[config.mk]
export PLATFORM = sky130hd
export DESIGN_NAME = io_peripheral_hub
export DESIGN_NICKNAME = d
export VERILOG_FILES = /design/src/rtl/io_peripheral_hub.sv
export SDC_FILE = /design/constraint.sdc
export NUM_CORES = 1
export LEC_CHECK = 0
export ABC_AREA = 1
export CORE_MARGIN = 2
export CORE_UTILIZATION = 25
export CTS_CLUSTER_SIZE = 40
export DETAILED_ROUTE_END_ITERATION = 12
export GPL_TIMING_DRIVEN = 0
export SLEW_MARGIN = 20
export SYNTH_ARGS = -nofsm -noshare
export SYNTH_HDL_FRONTEND = slang
export SYNTH_SLANG_ARGS = --single-unit
[constraint.sdc]
create_clock -name clk -period 4.78 [get_ports clk]
set_clock_uncertainty 0.05 [all_clocks]
set_input_delay 0.956 -clock clk [delete_from_list [all_inputs] [get_ports clk]]
set_output_delay 0.956 -clock clk [all_outputs]
set_load 0.02 [all_outputs]
[src/rtl/io_peripheral_hub.sv]
// io_peripheral_hub
//   Memory-mapped I/O slave for the Risc16 I/O bus: LED register, debounced
//   switches, prescaled 16-bit timer with overflow flag, and a 4-entry FIFO
//   feeding an 8N1 UART transmitter.
//
// Ports
//   clk            system clock, rising edge
//   rst_n          asynchronous active-low reset
//   io_address     bus address (full 16-bit decode)
//   io_write_value bus write data
//   io_read_value  bus read data, combinational from address and state
//   io_write_en    write strobe, sampled at rising clk
//   io_read_en     read qualifier, no side effects
//   sw             raw asynchronous switches
//   led            LED drive
//   uart_tx        serial TX line, idle high
//   timer_irq      timer overflow flag
//
// Address map
//   0x0000 LED     R/W
//   0x0001 SW      R   debounced switches
//   0x0002 TXDATA  W   push byte, reads 0
//   0x0003 STATUS  R   {overrun, count[2:0], tx_busy, empty, full}; W bit6=1 clears overrun
//   0x0004 TCOUNT  R/W write loads count and clears prescaler
//   0x0005 TCTRL   R   {ovf, enable}; W bit0 -> enable, bit1=1 clears ovf
//
// UART TX FSM
//   state    | meaning
//   TX_IDLE  | line high, waiting for FIFO data
//   TX_START | start bit (low)
//   TX_DATA  | 8 data bits, LSB first
//   TX_STOP  | stop bit (high); pops next byte straight into TX_START if available
module io_peripheral_hub #(
  parameter int CLK_HZ          = 100000000,
  parameter int BAUD            = 115200,
  parameter int DEBOUNCE_CYCLES = 1000000,
  parameter int TIMER_PRESCALE  = 100
) (
  input  logic        clk,
  input  logic        rst_n,
  input  logic [15:0] io_address,
  input  logic [15:0] io_write_value,
  output logic [15:0] io_read_value,
  input  logic        io_write_en,
  input  logic        io_read_en,
  input  logic [15:0] sw,
  output logic [15:0] led,
  output logic        uart_tx,
  output logic        timer_irq
);

  localparam int BAUD_DIV = CLK_HZ / BAUD;
  localparam int BW = (BAUD_DIV > 2) ? $clog2(BAUD_DIV) : 1;
  localparam int DW = (DEBOUNCE_CYCLES > 2) ? $clog2(DEBOUNCE_CYCLES) : 1;
  localparam int PW = (TIMER_PRESCALE > 2) ? $clog2(TIMER_PRESCALE) : 1;

  localparam logic [BW-1:0] BAUD_LOAD = BW'(BAUD_DIV - 1);
  localparam logic [DW-1:0] DB_LOAD   = DW'(DEBOUNCE_CYCLES - 1);
  localparam logic [PW-1:0] PRE_LAST  = PW'(TIMER_PRESCALE - 1);

  localparam logic [15:0] ADDR_LED    = 16'h0000;
  localparam logic [15:0] ADDR_SW     = 16'h0001;
  localparam logic [15:0] ADDR_TXDATA = 16'h0002;
  localparam logic [15:0] ADDR_STATUS = 16'h0003;
  localparam logic [15:0] ADDR_TCOUNT = 16'h0004;
  localparam logic [15:0] ADDR_TCTRL  = 16'h0005;

  localparam logic [1:0] TX_IDLE  = 2'd0;
  localparam logic [1:0] TX_START = 2'd1;
  localparam logic [1:0] TX_DATA  = 2'd2;
  localparam logic [1:0] TX_STOP  = 2'd3;

  logic unused_read_en;
  assign unused_read_en = io_read_en;

  logic wr_led, wr_txdata, wr_status, wr_tcount, wr_tctrl;
  assign wr_led    = io_write_en && (io_address == ADDR_LED);
  assign wr_txdata = io_write_en && (io_address == ADDR_TXDATA);
  assign wr_status = io_write_en && (io_address == ADDR_STATUS);
  assign wr_tcount = io_write_en && (io_address == ADDR_TCOUNT);
  assign wr_tctrl  = io_write_en && (io_address == ADDR_TCTRL);

  // LED register
  always_ff @(posedge clk or negedge rst_n) begin
    if (!rst_n) led <= '0;
    else if (wr_led) led <= io_write_value;
  end

  // Switch synchroniser and shared debounce down-counter. The counter
  // reloads on any change of the synchronised vector; reaching zero with the
  // vector still unchanged means it has been stable long enough.
  logic [15:0]   sw_sync1, sw_sync2, sw_prev, sw_stable;
  logic [DW-1:0] db_cnt;

  always_ff @(posedge clk or negedge rst_n) begin
    if (!rst_n) begin
      sw_sync1  <= '0;
      sw_sync2  <= '0;
      sw_prev   <= '0;
      sw_stable <= '0;
      db_cnt    <= DB_LOAD;
    end else begin
      sw_sync1 <= sw;
      sw_sync2 <= sw_sync1;
      sw_prev  <= sw_sync2;
      if (sw_sync2 != sw_prev) db_cnt <= DB_LOAD;
      else if (db_cnt == '0) sw_stable <= sw_sync2;
      else db_cnt <= db_cnt - 1'b1;
    end
  end

  // Timer
  logic [15:0]   tcount;
  logic [PW-1:0] prescale;
  logic          t_en, ovf, tick;

  assign tick = t_en && (prescale == PRE_LAST);

  always_ff @(posedge clk or negedge rst_n) begin
    if (!rst_n) begin
      tcount   <= '0;
      prescale <= '0;
      t_en     <= 1'b0;
      ovf      <= 1'b0;
    end else begin
      if (wr_tcount) begin
        tcount   <= io_write_value;
        prescale <= '0;
      end else if (t_en) begin
        if (tick) begin
          prescale <= '0;
          tcount   <= tcount + 16'd1;
        end else begin
          prescale <= prescale + 1'b1;
        end
      end
      if (wr_tctrl) t_en <= io_write_value[0];
      // a wrap in the same cycle as a clear keeps the flag set
      if (tick && !wr_tcount && (tcount == 16'hFFFF)) ovf <= 1'b1;
      else if (wr_tctrl && io_write_value[1]) ovf <= 1'b0;
    end
  end

  assign timer_irq = ovf;

  // TX FIFO
  logic [7:0] fifo_mem [4];
  logic [1:0] wr_ptr, rd_ptr;
  logic [2:0] fifo_cnt;
  logic       fifo_full, fifo_empty, fifo_pop, push_ok, overrun;

  logic [1:0]    tx_state;
  logic [BW-1:0] baud_cnt;
  logic [2:0]    bit_cnt;
  logic [7:0]    tx_shift;
  logic          tx_busy;

  assign fifo_full  = (fifo_cnt == 3'd4);
  assign fifo_empty = (fifo_cnt == 3'd0);
  assign fifo_pop   = !fifo_empty &&
                      ((tx_state == TX_IDLE) ||
                       ((tx_state == TX_STOP) && (baud_cnt == '0)));
  // a simultaneous pop frees a slot, so a full FIFO can still accept
  assign push_ok    = wr_txdata && (!fifo_full || fifo_pop);
  assign tx_busy    = (tx_state != TX_IDLE);

  always_ff @(posedge clk) begin
    if (push_ok) fifo_mem[wr_ptr] <= io_write_value[7:0];
  end

  always_ff @(posedge clk or negedge rst_n) begin
    if (!rst_n) begin
      wr_ptr   <= '0;
      rd_ptr   <= '0;
      fifo_cnt <= '0;
      overrun  <= 1'b0;
    end else begin
      if (push_ok) wr_ptr <= wr_ptr + 2'd1;
      if (fifo_pop) rd_ptr <= rd_ptr + 2'd1;
      fifo_cnt <= fifo_cnt + {2'b00, push_ok} - {2'b00, fifo_pop};
      if (wr_txdata && !push_ok) overrun <= 1'b1;
      else if (wr_status && io_write_value[6]) overrun <= 1'b0;
    end
  end

  // UART transmitter
  always_ff @(posedge clk or negedge rst_n) begin
    if (!rst_n) begin
      tx_state <= TX_IDLE;
      baud_cnt <= '0;
      bit_cnt  <= '0;
      tx_shift <= '0;
      uart_tx  <= 1'b1;
    end else begin
      case (tx_state)
        TX_IDLE: begin
          if (fifo_pop) begin
            tx_shift <= fifo_mem[rd_ptr];
            baud_cnt <= BAUD_LOAD;
            uart_tx  <= 1'b0;
            tx_state <= TX_START;
          end
        end
        TX_START: begin
          if (baud_cnt == '0) begin
            baud_cnt <= BAUD_LOAD;
            bit_cnt  <= '0;
            uart_tx  <= tx_shift[0];
            tx_shift <= {1'b0, tx_shift[7:1]};
            tx_state <= TX_DATA;
          end else begin
            baud_cnt <= baud_cnt - 1'b1;
          end
        end
        TX_DATA: begin
          if (baud_cnt == '0) begin
            baud_cnt <= BAUD_LOAD;
            if (bit_cnt == 3'd7) begin
              uart_tx  <= 1'b1;
              tx_state <= TX_STOP;
            end else begin
              bit_cnt  <= bit_cnt + 3'd1;
              uart_tx  <= tx_shift[0];
              tx_shift <= {1'b0, tx_shift[7:1]};
            end
          end else begin
            baud_cnt <= baud_cnt - 1'b1;
          end
        end
        default: begin
          if (baud_cnt == '0) begin
            if (fifo_pop) begin
              tx_shift <= fifo_mem[rd_ptr];
              baud_cnt <= BAUD_LOAD;
              uart_tx  <= 1'b0;
              tx_state <= TX_START;
            end else begin
              tx_state <= TX_IDLE;
            end
          end else begin
            baud_cnt <= baud_cnt - 1'b1;
          end
        end
      endcase
    end
  end

  // Read mux
  always_comb begin
    io_read_value = '0;
    case (io_address)
      ADDR_LED:    io_read_value = led;
      ADDR_SW:     io_read_value = sw_stable;
      ADDR_STATUS: io_read_value = {9'd0, overrun, fifo_cnt, tx_busy, fifo_empty, fifo_full};
      ADDR_TCOUNT: io_read_value = tcount;
      ADDR_TCTRL:  io_read_value = {14'd0, ovf, t_en};
      default:     io_read_value = '0;
    endcase
  end

endmodule

==> results of run 1 <==
[critical path: cells and delay by family]
family                 cells  cell delay (ps)
buffers and inverters      3             1290
AO/OA/AOI/OAI              1              150
AND/OR/NAND/NOR            6              950
[flip-flops by register name, summed over array words and instances, names as in the netlist, 3 cells and up]
register and count:
sw_prev 16, sw_sync2 16, prescale 7, sw_sync1 16
baud_cnt 10, sw_stable 16, led 16, fifo_mem 32
bit_cnt 3, fifo_cnt 3, db_cnt 20, tx_shift 8
tcount 16
[routing by layer]
| metal | share of wire | vias up |
|---|---|---|
| met1 | 0.49 | 3581 |
| met2 | 0.44 | 202 |
| met4 | 0.014 | 0 |
| met3 | 0.061 | 22 |
| met5 | 0 | - |
| li1 | - | 3651 |
[power by group through the flow]
stage / clock network, W / logic, W / registers [W]
global route: 0.00158 / 0.000211 / 0.00173
floorplan: 0 / 0.0000896 / 0.00175
global placement: 0 / 0.000181 / 0.00176
finish: 0.00148 / 0.000186 / 0.00173
CTS: 0.00150 / 0.000189 / 0.00173
detailed placement: 0 / 0.000188 / 0.00176
[cell usage in the layout (no fill, tap or decap), types with 14 or more instances in the layout]
master and instances:
edfxtp_1 32, clkdlybuf4s50_1 83, dfrtp_1 144, a21oi_1 17
nor2_1 88, nand3_1 139, buf_2 14, xor2_1 26
o21ai_0 36, nor3_1 16, ha_1 17, clkbuf_16 17
nand4_1 15, inv_1 102, nand2_1 299
[metrics by stage]
step | area [um^2] | util | power [W]
2_1_floorplan | 9210 | - | 0.00184
3_3_place_gp | 10600 | 0.292 | 0.00194
3_5_place_dp | 10700 | 0.293 | 0.00194
4_1_cts | 11300 | 0.309 | 0.00342
5_1_grt | 11300 | 0.309 | 0.00352
6_report | 11300 | 0.309 | 0.00339
[area by class of cell]
| type | instances | area share |
|---|---|---|
| Buffer | 26 | 0.0135 |
| Multi-Input combinational cell | 733 | 0.331 |
| Inverter | 111 | 0.0370 |
| Tap cell | 468 | 0.0519 |
| Clock inverter | 15 | 0.0157 |
| Clock buffer | 17 | 0.0377 |
| Sequential cell | 189 | 0.435 |
| Timing Repair Buffer | 85 | 0.0775 |
[kinds of logic (layout without fill, tap and decap cells)]
group                      after synthesis  in the layout  share of synthesized area
DFF                                    189            189                      0.533
buffers and inverters                  137            254                     0.0618
AOI/OAI and AO/OA                       81             81                     0.0532
adders and majority gates               18             18                     0.0253
and+or+nand+nor                        596            596                      0.291
xor gates and xnor gates                38             38                     0.0361
[final timing paths]
check / startpoint / to / cells past startpoint
setup reg to reg: baud_cnt[0] / fifo_cnt[2] / 16
max in group asynchronous: rst_n / db_cnt[1] / 2
hold / removal: sw_sync1[14] / sw_sync2[14] / 0
min in group asynchronous: rst_n / bit_cnt[1] / 1
hold reg to reg: sw_sync1[14] / sw_sync2[14] / 0
setup / recovery: io_address[15] / io_read_value[15] / 10
==> results.sh, run 1 <==
export IMPL_relSlewSlack=0.505
export IMPL_dp_cells=1612
export IMPL_synthArstFlopShare=0.831
export IMPL_rrSetupSlack_ps=1700
export IMPL_crit_path_start_kind="primary input"
export IMPL_powerDensity_mw_per_mm2=301
export IMPL_post_cts_buffers=0
export IMPL_rows=70
export IMPL_p_int_w=0.00256
export IMPL_die_area_mm2=0.0384
export IMPL_finalNetCount=1233
export IMPL_postCtsHoldBufs=0
export IMPL_cp_required_ps=3770
export IMPL_layout_drive_gt1_share=0.0927
export IMPL_grt_busiest_layer="met2"
export IMPL_grtUsageMet3=0.0304
export IMPL_ant_nets=0
export IMPL_clkPwrFrac=0.436
export IMPL_grt_overflow=0
export IMPL_synth_most_common_cell="nand2_1"
export IMPL_avgSynthCellArea_um2=8.70
export IMPL_seqPwrFrac=0.509
export IMPL_setup_violations=0
export IMPL_fmax_mhz=230
export IMPL_start_util=0.253
export IMPL_ios=86
export IMPL_drc=0
export IMPL_grt_pass1_vias=7220
export IMPL_cts_buffers=17
export IMPL_comb_power_share=0.055
export IMPL_slew_violations=0
export IMPL_setup_tns_ps=0
export IMPL_cts_htree_levels=4
export IMPL_cts_num_sinks=189
export IMPL_synthTopCellsByArea="dfrtp_1, nand2_1, edfxtp_1, nand3_1, inv_1"
export IMPL_synth_edff_count=32
export IMPL_postSynthCellCount=1059
export IMPL_detail_route_first_pass_iterations=5
export IMPL_layout_area_seq_mm2=0.00491
export IMPL_die_w_um=196
export IMPL_critPathCaptureType="output port"
export IMPL_die_h_um=196
export IMPL_cp_slowest_stage_delay_ps=680
export IMPL_core_mm2=0.0364
export IMPL_ys_seq_area_frac=0.533
export IMPL_hp_class="reg -> reg"
export IMPL_cts_tree="built"
export IMPL_syn_nets=1129
export IMPL_maxCapViolations=0
export IMPL_fill_cells=3805
export IMPL_outcome="complete, no violations"
export IMPL_root_buffer="clkbuf_16"
export IMPL_io_buffers=84
export IMPL_syn_area_mm2=0.00921
export IMPL_timing_final_crit_share=0.911
export IMPL_ys_types=45
export IMPL_ys_ff_latch=189
export IMPL_grt_pass1_wl_mm=38.5
export IMPL_fin_ws_ps=428
export IMPL_multi_input_comb_area_mm2=0.00374
export IMPL_arrival_ps=3350
export IMPL_swShare=0.244
export IMPL_yosys_area_top_type="dfrtp_1"
export IMPL_grt_max_degree=102
export IMPL_ys_warn_count=0
export IMPL_place_hpwl_mm=17.5
export IMPL_synth_commonest_cells="nand2_1, dfrtp_1, nand3_1"
export IMPL_synth_top_area_frac=0.391
export IMPL_wirelength_mm=23.4
export IMPL_path_clk_slew_ps=70
export IMPL_cts_resized_gates=0
export IMPL_vias_per_cell=4.54
export IMPL_final_min_clock_period_ps=4350
export IMPL_drt_iter0_markers=519
export IMPL_cts_buffer_depth=2
export IMPL_tightestPinTransition_ps=739
export IMPL_avgRoutedWirePerCell_um=14.2
export IMPL_critPathMaxFanout=10
export IMPL_globalRouteMet2Util=0.190
export IMPL_area_growth_pct=22.4
export IMPL_vias=7456
export IMPL_p_leak_nw=4.95
export IMPL_hold_viol=0
export IMPL_antennaDiodeCount=0
export IMPL_place_gp_congestion=0.866
export IMPL_antenna_found_initial=0
export IMPL_ys_flop_type="dfrtp_1"
export IMPL_rsz0062_at_grt="false"
export IMPL_dpl_worst_slack_ps=390
export IMPL_worstSetupPathType="in -> out"
export IMPL_max_vdd_ir_drop_mv=0.262
export IMPL_finalNonFillerCells=1644
export IMPL_whs_ps=300
export IMPL_clkLatencyLatePin_ps=450
export IMPL_p_switching_w=0.000827
export IMPL_globalRouteMet1Util=0.182
export IMPL_path_cells="clkdlybuf4s50_1 > nor2_1 > nand2_1 > nor2_4 > nand3_2 > nor2_4 > buf_4 > nand2_1 > o221ai_1 > clkdlybuf4s50_1"
export IMPL_grtUsageTotal=0.127
export IMPL_crit_path_top_delay_cell="clkdlybuf4s50_1"
Note: power is estimated with default switching activity, not from simulation.
==> run 2: changes to the inputs <==
--- a/config.mk
+++ b/config.mk
@@ -10,7 +10,6 @@
 export CORE_UTILIZATION = 25
 export CTS_CLUSTER_SIZE = 40
 export DETAILED_ROUTE_END_ITERATION = 12
-export GPL_TIMING_DRIVEN = 0
 export SLEW_MARGIN = 20
 export SYNTH_ARGS = -nofsm -noshare
 export SYNTH_HDL_FRONTEND = slang
==> results.sh, run 2 (synthesized netlist as in run 1, its figures left out) <==
export IMPL_cts_num_sinks=189
export IMPL_layout_drive_gt1_share=0.0764
export IMPL_post_cts_buffers=0
export IMPL_timing_final_crit_share=0.911
export IMPL_fin_ws_ps=427
export IMPL_powerDensity_mw_per_mm2=298
export IMPL_fill_cells=3820
export IMPL_grt_overflow=0
export IMPL_maxCapViolations=0
export IMPL_dpl_worst_slack_ps=423
export IMPL_vias=7274
export IMPL_rrSetupSlack_ps=1490
export IMPL_crit_path_start_kind="primary input"
export IMPL_largest_reg_flops=32
export IMPL_outcome="complete, no violations"
export IMPL_ios=86
export IMPL_hold_viol=0
export IMPL_final_min_clock_period_ps=4350
export IMPL_antennaDiodeCount=0
export IMPL_postCtsHoldBufs=0
export IMPL_cts_buffers=17
export IMPL_cts_buffer_depth=2
export IMPL_antenna_found_initial=0
export IMPL_detail_route_first_pass_iterations=5
export IMPL_mostFrequentLayoutCells="nand2_1, dfrtp_1, nand3_1, inv_1, nor2_1"
export IMPL_p_leak_nw=4.84
export IMPL_layout_commonest_cell="nand2_1"
export IMPL_drc=0
export IMPL_rsz0062_at_grt="false"
export IMPL_setup_tns_ps=0
export IMPL_max_vdd_ir_drop_mv=0.256
export IMPL_slew_violations=0
export IMPL_largest_register="fifo_mem"
export IMPL_cts_htree_levels=4
export IMPL_fmax_mhz=230
export IMPL_cts_tree="built"
export IMPL_grt_pass1_wl_mm=37.2
export IMPL_relSlewSlack=0.489
export IMPL_ant_nets=0
export IMPL_worstSetupPathType="in -> out"
export IMPL_path_clk_slew_ps=70
export IMPL_io_buffers=84
export IMPL_place_hpwl_mm=16.5
export IMPL_die_area_mm2=0.0384
export IMPL_cp_required_ps=3770
export IMPL_critPathCaptureType="output port"
export IMPL_core_mm2=0.0364
export IMPL_vias_per_cell=4.49
export IMPL_clkLatencyLatePin_ps=430
export IMPL_die_w_um=196
export IMPL_area_growth_pct=20.4
export IMPL_arrival_ps=3350
export IMPL_place_gp_congestion=0.841
export IMPL_avgRoutedWirePerCell_um=14.0
export IMPL_tightestPinTransition_ps=765
export IMPL_reg_top3="fifo_mem: 32 flops, db_cnt: 20 flops"
export IMPL_critPathMaxFanout=16
export IMPL_grt_pass1_vias=6945
export IMPL_rows=70
export IMPL_grtUsageTotal=0.123
export IMPL_wirelength_mm=22.7
export IMPL_root_buffer="clkbuf_16"
export IMPL_die_h_um=196
export IMPL_drt_iter0_markers=461
export IMPL_finalNetCount=1209
export IMPL_cts_resized_gates=0
export IMPL_start_util=0.253
export IMPL_hp_class="reg -> reg"
export IMPL_setup_violations=0
export IMPL_grt_max_degree=100
export IMPL_power_total_w=0.00330
-- run 2: changes by cell type in the layout (fill, tap and decap cells not counted), sizes merged --
cell    before  now
clkinv       6    8
buf         24    4
bufinv       2    1
inv        117  112
-- run 2: path summary, 6_finish.rpt --
| kind | start | endpoint | cells after the start |
|---|---|---|---|
| hold / removal | sw_sync1[9] | sw_sync2[9] | 0 |
| min in group asynchronous | rst_n | baud_cnt[1] | 1 |
| setup / recovery | io_address[15] | io_read_value[2] | 9 |
| setup reg to reg | baud_cnt[0] | fifo_cnt[2] | 16 |
| hold reg to reg | sw_sync1[9] | sw_sync2[9] | 0 |
| max in group asynchronous | rst_n | sw_prev[0] | 2 |
-- run 2: cell type report --
class | instances | area (um^2) | area share
sequential | 189 | 4910 | 0.442
multi-input combinational | 733 | 3740 | 0.337
timing repair buffer | 87 | 877 | 0.0791
tap | 468 | 586 | 0.0528
clock buffer | 21 | 460 | 0.0415
inverter | 111 | 417 | 0.0376
clock inverter | 11 | 109 | 0.00981
-- run 2: layer usage --
layer / track usage / routed length, um / vias to the layer above
met1: 0.177 / 11200 / 3464
met3: 0.0266 / 1230 / 14
met4: 0.0314 / 272 / 0
met2: 0.186 / 10000 / 197
li1: - / - / 3599
met5: 0 / 0 / -
-- run 2: worst max-delay path, cell delays in order --
cell and delay, ps:
clkdlybuf4s50_1 400, nor2_1 100, nand2_1 90, nor2_4 270
nand3_2 170, nor2_4 380, a22oi_1 200, nand2_1 150
clkdlybuf4s50_1 630
-- run 2: report_power, final --
part	total, W	switching (W)	internal (W)
Sequential	0.00173	0.0000418	0.00168
Clock	0.00139	0.000639	0.000754
Combinational	0.000185	0.0000995	0.0000855
Total	0.00330	0.000780	0.00252
-- run 2: metrics by stage --
stage                     hold slack, ps   util  std cells  cell area [um^2]
after floorplan                      281      -       1059              9210
after global placement               283  0.289       1588             10500
after detailed placement             285  0.289       1588             10500
after CTS                            301  0.304       1620             11100
after global routing                 302  0.304       1620             11100
final                                300  0.304       1620             11100
